### src/rtl/snake_motion_if.sv
// Control, status and segment-readout signals of the snake game-step engine.
// The master drives direction/pulses/readout select; the slave is the engine.
interface snake_motion_if;
  logic [1:0] dir;
  logic       grow;
  logic       restart;
  logic [3:0] seg_sel;
  logic       tick;
  logic [4:0] headX;
  logic [4:0] headY;
  logic [4:0] length;
  logic [4:0] segX;
  logic [4:0] segY;
  logic       segValid;
  logic       gameOver;

  modport master (
    output dir, grow, restart, seg_sel,
    input  tick, headX, headY, length, segX, segY, segValid, gameOver
  );

  modport slave (
    input  dir, grow, restart, seg_sel,
    output tick, headX, headY, length, segX, segY, segValid, gameOver
  );
endinterface

### src/rtl/snake_motion.sv
// Snake game-step engine: divides the clock into game ticks, shifts the body
// one cell per tick, and detects wall/self collisions (RUN -> DEAD).
module snake_motion #(
  parameter int GRID_W   = 32,
  parameter int GRID_H   = 24,
  parameter int TICK_DIV = 10_000_000,
  parameter int MAX_LEN  = 16,
  parameter int INIT_LEN = 4,
  parameter int START_X  = 16,
  parameter int START_Y  = 12
) (
  input logic          CLK_100MHz,
  input logic          Reset_n,
  snake_motion_if.slave bus
);
  localparam int             CW      = (TICK_DIV > 1) ? $clog2(TICK_DIV) : 1;
  localparam logic [CW-1:0]  LAST    = CW'(TICK_DIV - 1);
  localparam logic [4:0]     LEN_MAX = 5'(MAX_LEN);

  typedef enum logic {RUN, DEAD} state_t;

  state_t        state_reg;
  logic [CW-1:0] cnt_reg;
  logic [CW-1:0] cnt_next;
  logic          tick_reg;
  logic          pend_reg;
  logic          over_reg;
  logic [4:0]    len_reg;

  logic [4:0] seg_x [MAX_LEN];
  logic [4:0] seg_y [MAX_LEN];

  logic       step;
  logic       grow_eff;
  logic       wall;
  logic       hit;
  logic       advance;
  logic [4:0] hx, hy, nx, ny, lim;

  assign hx       = seg_x[0];
  assign hy       = seg_y[0];
  assign step     = (state_reg == RUN) && (cnt_reg == LAST);
  assign cnt_next = (cnt_reg == LAST) ? '0 : cnt_reg + CW'(1);
  // A grow pulse landing on the step cycle counts for that step.
  assign grow_eff = (pend_reg | bus.grow) && (len_reg < LEN_MAX);
  assign lim      = len_reg - 5'd1 + {4'd0, grow_eff};
  assign advance  = step && !hit && !bus.restart;

  always_comb begin
    nx   = hx;
    ny   = hy;
    wall = 1'b0;
    case (bus.dir)
      2'b00: begin wall = (hy == 5'd0);             ny = hy - 5'd1; end
      2'b01: begin wall = (hx == 5'(GRID_W - 1));   nx = hx + 5'd1; end
      2'b10: begin wall = (hy == 5'(GRID_H - 1));   ny = hy + 5'd1; end
      default: begin wall = (hx == 5'd0);           nx = hx - 5'd1; end
    endcase
  end

  // The tail cell is only excluded when it actually vacates this step.
  always_comb begin
    hit = wall;
    for (int i = 0; i < MAX_LEN; i++) begin
      if ((5'(i) < lim) && (seg_x[i] == nx) && (seg_y[i] == ny)) begin
        hit = 1'b1;
      end
    end
  end

  always_ff @(posedge CLK_100MHz or negedge Reset_n) begin
    if (!Reset_n) begin
      state_reg <= RUN;
      cnt_reg   <= '0;
      tick_reg  <= 1'b0;
      pend_reg  <= 1'b0;
      over_reg  <= 1'b0;
      len_reg   <= 5'(INIT_LEN);
    end else if (bus.restart) begin
      state_reg <= RUN;
      cnt_reg   <= '0;
      tick_reg  <= 1'b0;
      pend_reg  <= 1'b0;
      over_reg  <= 1'b0;
      len_reg   <= 5'(INIT_LEN);
    end else if (state_reg == RUN) begin
      cnt_reg <= cnt_next;
      if (step && hit) begin
        state_reg <= DEAD;
        over_reg  <= 1'b1;
        tick_reg  <= 1'b0;
      end else begin
        tick_reg <= (cnt_next == LAST);
        if (step) begin
          pend_reg <= 1'b0;
          if (grow_eff) begin
            len_reg <= len_reg + 5'd1;
          end
        end else if (bus.grow) begin
          pend_reg <= 1'b1;
        end
      end
    end
  end

  generate
    for (genvar gi = 0; gi < MAX_LEN; gi++) begin : seg_g
      localparam logic [4:0] IX = (gi < INIT_LEN) ? 5'(START_X) : 5'd0;
      localparam logic [4:0] IY = (gi < INIT_LEN) ? 5'(START_Y + gi) : 5'd0;
      logic [4:0] x_reg;
      logic [4:0] y_reg;

      always_ff @(posedge CLK_100MHz or negedge Reset_n) begin
        if (!Reset_n) begin
          x_reg <= IX;
          y_reg <= IY;
        end else if (bus.restart) begin
          x_reg <= IX;
          y_reg <= IY;
        end else if (advance) begin
          if (gi == 0) begin
            x_reg <= nx;
            y_reg <= ny;
          end else begin
            x_reg <= seg_x[(gi == 0) ? 0 : gi - 1];
            y_reg <= seg_y[(gi == 0) ? 0 : gi - 1];
          end
        end
      end

      assign seg_x[gi] = x_reg;
      assign seg_y[gi] = y_reg;
    end
  endgenerate

  assign bus.tick     = tick_reg;
  assign bus.headX    = hx;
  assign bus.headY    = hy;
  assign bus.length   = len_reg;
  assign bus.gameOver = over_reg;
  assign bus.segValid = ({1'b0, bus.seg_sel} < len_reg);
  assign bus.segX     = (int'(bus.seg_sel) < MAX_LEN) ? seg_x[bus.seg_sel] : 5'd0;
  assign bus.segY     = (int'(bus.seg_sel) < MAX_LEN) ? seg_y[bus.seg_sel] : 5'd0;
endmodule

### src/flat_wrapper.sv
// flat-port wrapper written by rule: the top's interface ports become plain ports
module snake_motion_flat 
#(
  parameter int GRID_W   = 32,
  parameter int GRID_H   = 24,
  parameter int TICK_DIV = 10_000_000,
  parameter int MAX_LEN  = 16,
  parameter int INIT_LEN = 4,
  parameter int START_X  = 16,
  parameter int START_Y  = 12
)
  (CLK_100MHz, Reset_n, bus_dir, bus_grow, bus_restart, bus_seg_sel, bus_tick, bus_headX, bus_headY, bus_length, bus_segX, bus_segY, bus_segValid, bus_gameOver);
  snake_motion_if bus_i ();
  input logic CLK_100MHz;
  input logic Reset_n;
  input wire logic [$bits(bus_i.dir)-1:0] bus_dir;
  input wire logic [$bits(bus_i.grow)-1:0] bus_grow;
  input wire logic [$bits(bus_i.restart)-1:0] bus_restart;
  input wire logic [$bits(bus_i.seg_sel)-1:0] bus_seg_sel;
  output wire logic [$bits(bus_i.tick)-1:0] bus_tick;
  output wire logic [$bits(bus_i.headX)-1:0] bus_headX;
  output wire logic [$bits(bus_i.headY)-1:0] bus_headY;
  output wire logic [$bits(bus_i.length)-1:0] bus_length;
  output wire logic [$bits(bus_i.segX)-1:0] bus_segX;
  output wire logic [$bits(bus_i.segY)-1:0] bus_segY;
  output wire logic [$bits(bus_i.segValid)-1:0] bus_segValid;
  output wire logic [$bits(bus_i.gameOver)-1:0] bus_gameOver;
  assign bus_i.dir = bus_dir;
  assign bus_i.grow = bus_grow;
  assign bus_i.restart = bus_restart;
  assign bus_i.seg_sel = bus_seg_sel;
  assign bus_tick = bus_i.tick;
  assign bus_headX = bus_i.headX;
  assign bus_headY = bus_i.headY;
  assign bus_length = bus_i.length;
  assign bus_segX = bus_i.segX;
  assign bus_segY = bus_i.segY;
  assign bus_segValid = bus_i.segValid;
  assign bus_gameOver = bus_i.gameOver;
  snake_motion #(.GRID_W(GRID_W), .GRID_H(GRID_H), .TICK_DIV(TICK_DIV), .MAX_LEN(MAX_LEN), .INIT_LEN(INIT_LEN), .START_X(START_X), .START_Y(START_Y)) u_core (.CLK_100MHz(CLK_100MHz), .Reset_n(Reset_n), .bus(bus_i));
endmodule
### config.mk
export PLATFORM = sky130hd
export DESIGN_NAME = snake_motion_flat
export DESIGN_NICKNAME = d
export VERILOG_FILES = /design/src/rtl/snake_motion_if.sv /design/src/rtl/snake_motion.sv /design/src/flat_wrapper.sv
export SDC_FILE = /design/constraint.sdc
export NUM_CORES = 1
export LEC_CHECK = 0
export CORE_ASPECT_RATIO = 1.25
export CORE_MARGIN = 2
export CORE_UTILIZATION = 55
export CTS_BUF_LIST = sky130_fd_sc_hd__clkbuf_16
export DETAILED_ROUTE_END_ITERATION = 16
export PLACE_DENSITY_LB_ADDON = 0.3
export SKIP_CTS_REPAIR_TIMING = 1
export SLEW_MARGIN = 20
export SYNTH_ARGS = -nofsm -noshare
export SYNTH_HDL_FRONTEND = slang
export SYNTH_SLANG_ARGS = --single-unit
### constraint.sdc
create_clock -name CLK_100MHz -period 6.1 [get_ports CLK_100MHz]
set_input_delay 0.915 -clock CLK_100MHz [delete_from_list [all_inputs] [get_ports CLK_100MHz]]
set_output_delay 0.915 -clock CLK_100MHz [all_outputs]
set_load 0.01 [all_outputs]
==> out/qor.csv <==
metric,value,unit
ys_async_sr_fraction,1.000,
synth_seq_cells,193,
place_congestion,0.9892,
drive_gt1_frac,0.1259,
cp.required,6460,ps
r2r_setup_slack,950,ps
ys_types,84,
skew,12.04,ps
grt_antenna_before_repair,1,
die-area,26840,um2
power,2.682,mW
netlist_area,14040,um2
power.density,175.7,nW/um2
routed_wl,42630,um
ys_seq_area_frac,0.3454,
hold_viol,0,
cts_buffers,17,
synth_flop_cell,dfrtp_1,
use_met3,0.06025,
met2_usage,0.4939,
die_h,182.7,um
clockBufferDepth,2,
tightest_slew,1174,ps
drcViolationCount,0,
drtIter0Drc,1913,
synth_nets,1607,
min_period,5874,ps
htree_levels,4,
synth_common_cells,"nand3_1, a21oi_1, dfrtp_1, o21ai_0, xnor2_1",
fmax,0.1702,GHz
grt_pass1_wl,68750,um
grt_usage,0.3227,
fill_cells,2163,
synth_area_leaders,"dfrtp_1, mux4_2, nand3_1",
syn_inst,1581,
coreArea,25210,um2
clkLatencyLatePin,460,ps
tritoncts,built,
num_vias,13070,
drv_cap,0,
p_leak,5.737,nW
setup_viol,0,
cts_root_buffer,clkbuf_16,
gr-total-overflow,0,
die_w,146.9,um
regArea,4851,um2
yosysWarnings,0,
vias_per_cell,6.909,
synth_area_leader_cell,dfrtp_1,
drv_slew,0,
outcome,finished clean,
numPortBuffers,37,
timing.final.ws_setup,226.0,ps
rows,65,
synth_top_area_frac,0.3136,
vdd_drop_max,0.1964,mV
startpoint_type,primary input,
critPathArrivalTime,6230,ps
grt-busiest-layer,met2,
area_delta_synth_final,8.705,%
final_core_utilization,0.6055,
drtPass1Iterations,6,
cts.clk_slew.worst_paths,80,ps
grt_util_met1,0.4410,
grt_pass1_vias,12240,
cts.sinks,193,
dp_slack,-117.3,ps
initial_utilization,0.5570,
multi_input_area,8463,um2
fin_crit_sh,0.9630,
wl_per_cell,22.53,um
critPathCaptureType,flip-flop,
path_class,in2reg,
dpl.hpwl,28820,um
io_pins,38,
synth_most_common_cell,nand3_1,
syn_area_per_cell,8.883,um2
final_antenna_net_count,0,
grt_max_degree,96,
synth_enable_flop_cells,0,
hp-class,in2async,
diodes,0,
cp_max_fo,55,
max_slew_margin,0.2172,
nets,1570,
rsz0062_at_grt,false,
-- stage by stage --
step,cell area (um2),hold slack [ps],setup TNS (ps),cells
after floorplan,14040,492.0,0,1581
after global placement,14700,497.3,0,1860
after detailed placement,14700,503.7,-3857,1860
after CTS,15270,464.4,0,1892
after global routing,15270,485.0,0,1892
final,15270,444.1,0,1892
-- layout make-up --
cell class	instances	share of cell area
Clock inverter	15	0.008934
Multi-Input combinational cell	1217	0.5544
Inverter	20	0.004918
Tap cell	335	0.02746
Sequential cell	193	0.3178
Timing Repair Buffer	95	0.05868
Clock buffer	17	0.02787
-- worst max-delay path, stage by stage --
cell,delay [ps]
clkdlybuf4s50_1,430
buf_4,180
nand2b_1,190
inv_1,130
fa_1,420
xnor2_1,640
mux2i_1,160
buf_4,250
xnor2_1,320
a2111oi_0,140
and4_1,240
a2111o_1,440
nor4b_4,720
buf_4,620
nand3_1,160
a21oi_1,200
-- layer usage --
layer,part of all wire,routed length [um]
met1,0.39,16740
met2,0.46,19750
met3,0.090,3838
met4,0.054,2306
met5,0,0
-- kinds of logic (layout without fill, tap and decap cells) --
logic type,Yosys count,count (layout),share of synthesized area
compound gates,476,476,0.1912
xor+xnor,157,157,0.1037
fa+ha+maj,16,16,0.01532
buf+inv,171,147,0.05417
flops,193,193,0.3454
mux,67,67,0.09827
simple gates,501,501,0.1919
-- cells in the final DEF (no fill, tap or decap), drive strengths merged, types with 7 or more instances in the layout --
master           n
dfstp           17
nor3            36
nand4           23
nand2           38
inv             27
and3            19
mux4            56
a31oi            8
nor2b           16
and4             7
buf             62
a211oi           7
o2111ai          7
o31ai            7
o21ai          198
mux2             7
or4              8
a21oi          182
a21boi           8
nand3          205
nor2            72
xnor2           90
clkbuf          18
ha              14
xor2            63
nor4            17
or3             17
nand2b          12
clkdlybuf4s50   32
o211ai           9
dfrtp          176
-- report_power, final --
part,switching [mW],internal [mW],total (mW)
clock,0.547,0.568,1.11
combinational,0.192,0.0918,0.283
sequential,0.00269,1.28,1.28
total,0.741,1.94,2.68
-- final timing paths --
path	startpoint	cells past startpoint	to
setup / recovery	bus_dir[1]	16	u_core.seg_g[2].x_reg[1]
hold / removal	Reset_n	1	u_core.seg_g[11].x_reg[0]
setup reg to reg	u_core.bus.headX[2]	12	u_core.seg_g[2].x_reg[1]
hold reg to reg	u_core.bus.gameOver	1	u_core.bus.gameOver
max in group asynchronous	Reset_n	2	u_core.seg_g[6].x_reg[4]
min in group CLK_100MHz	u_core.bus.gameOver	1	u_core.bus.gameOver
(Power assumes the default switching activity.)
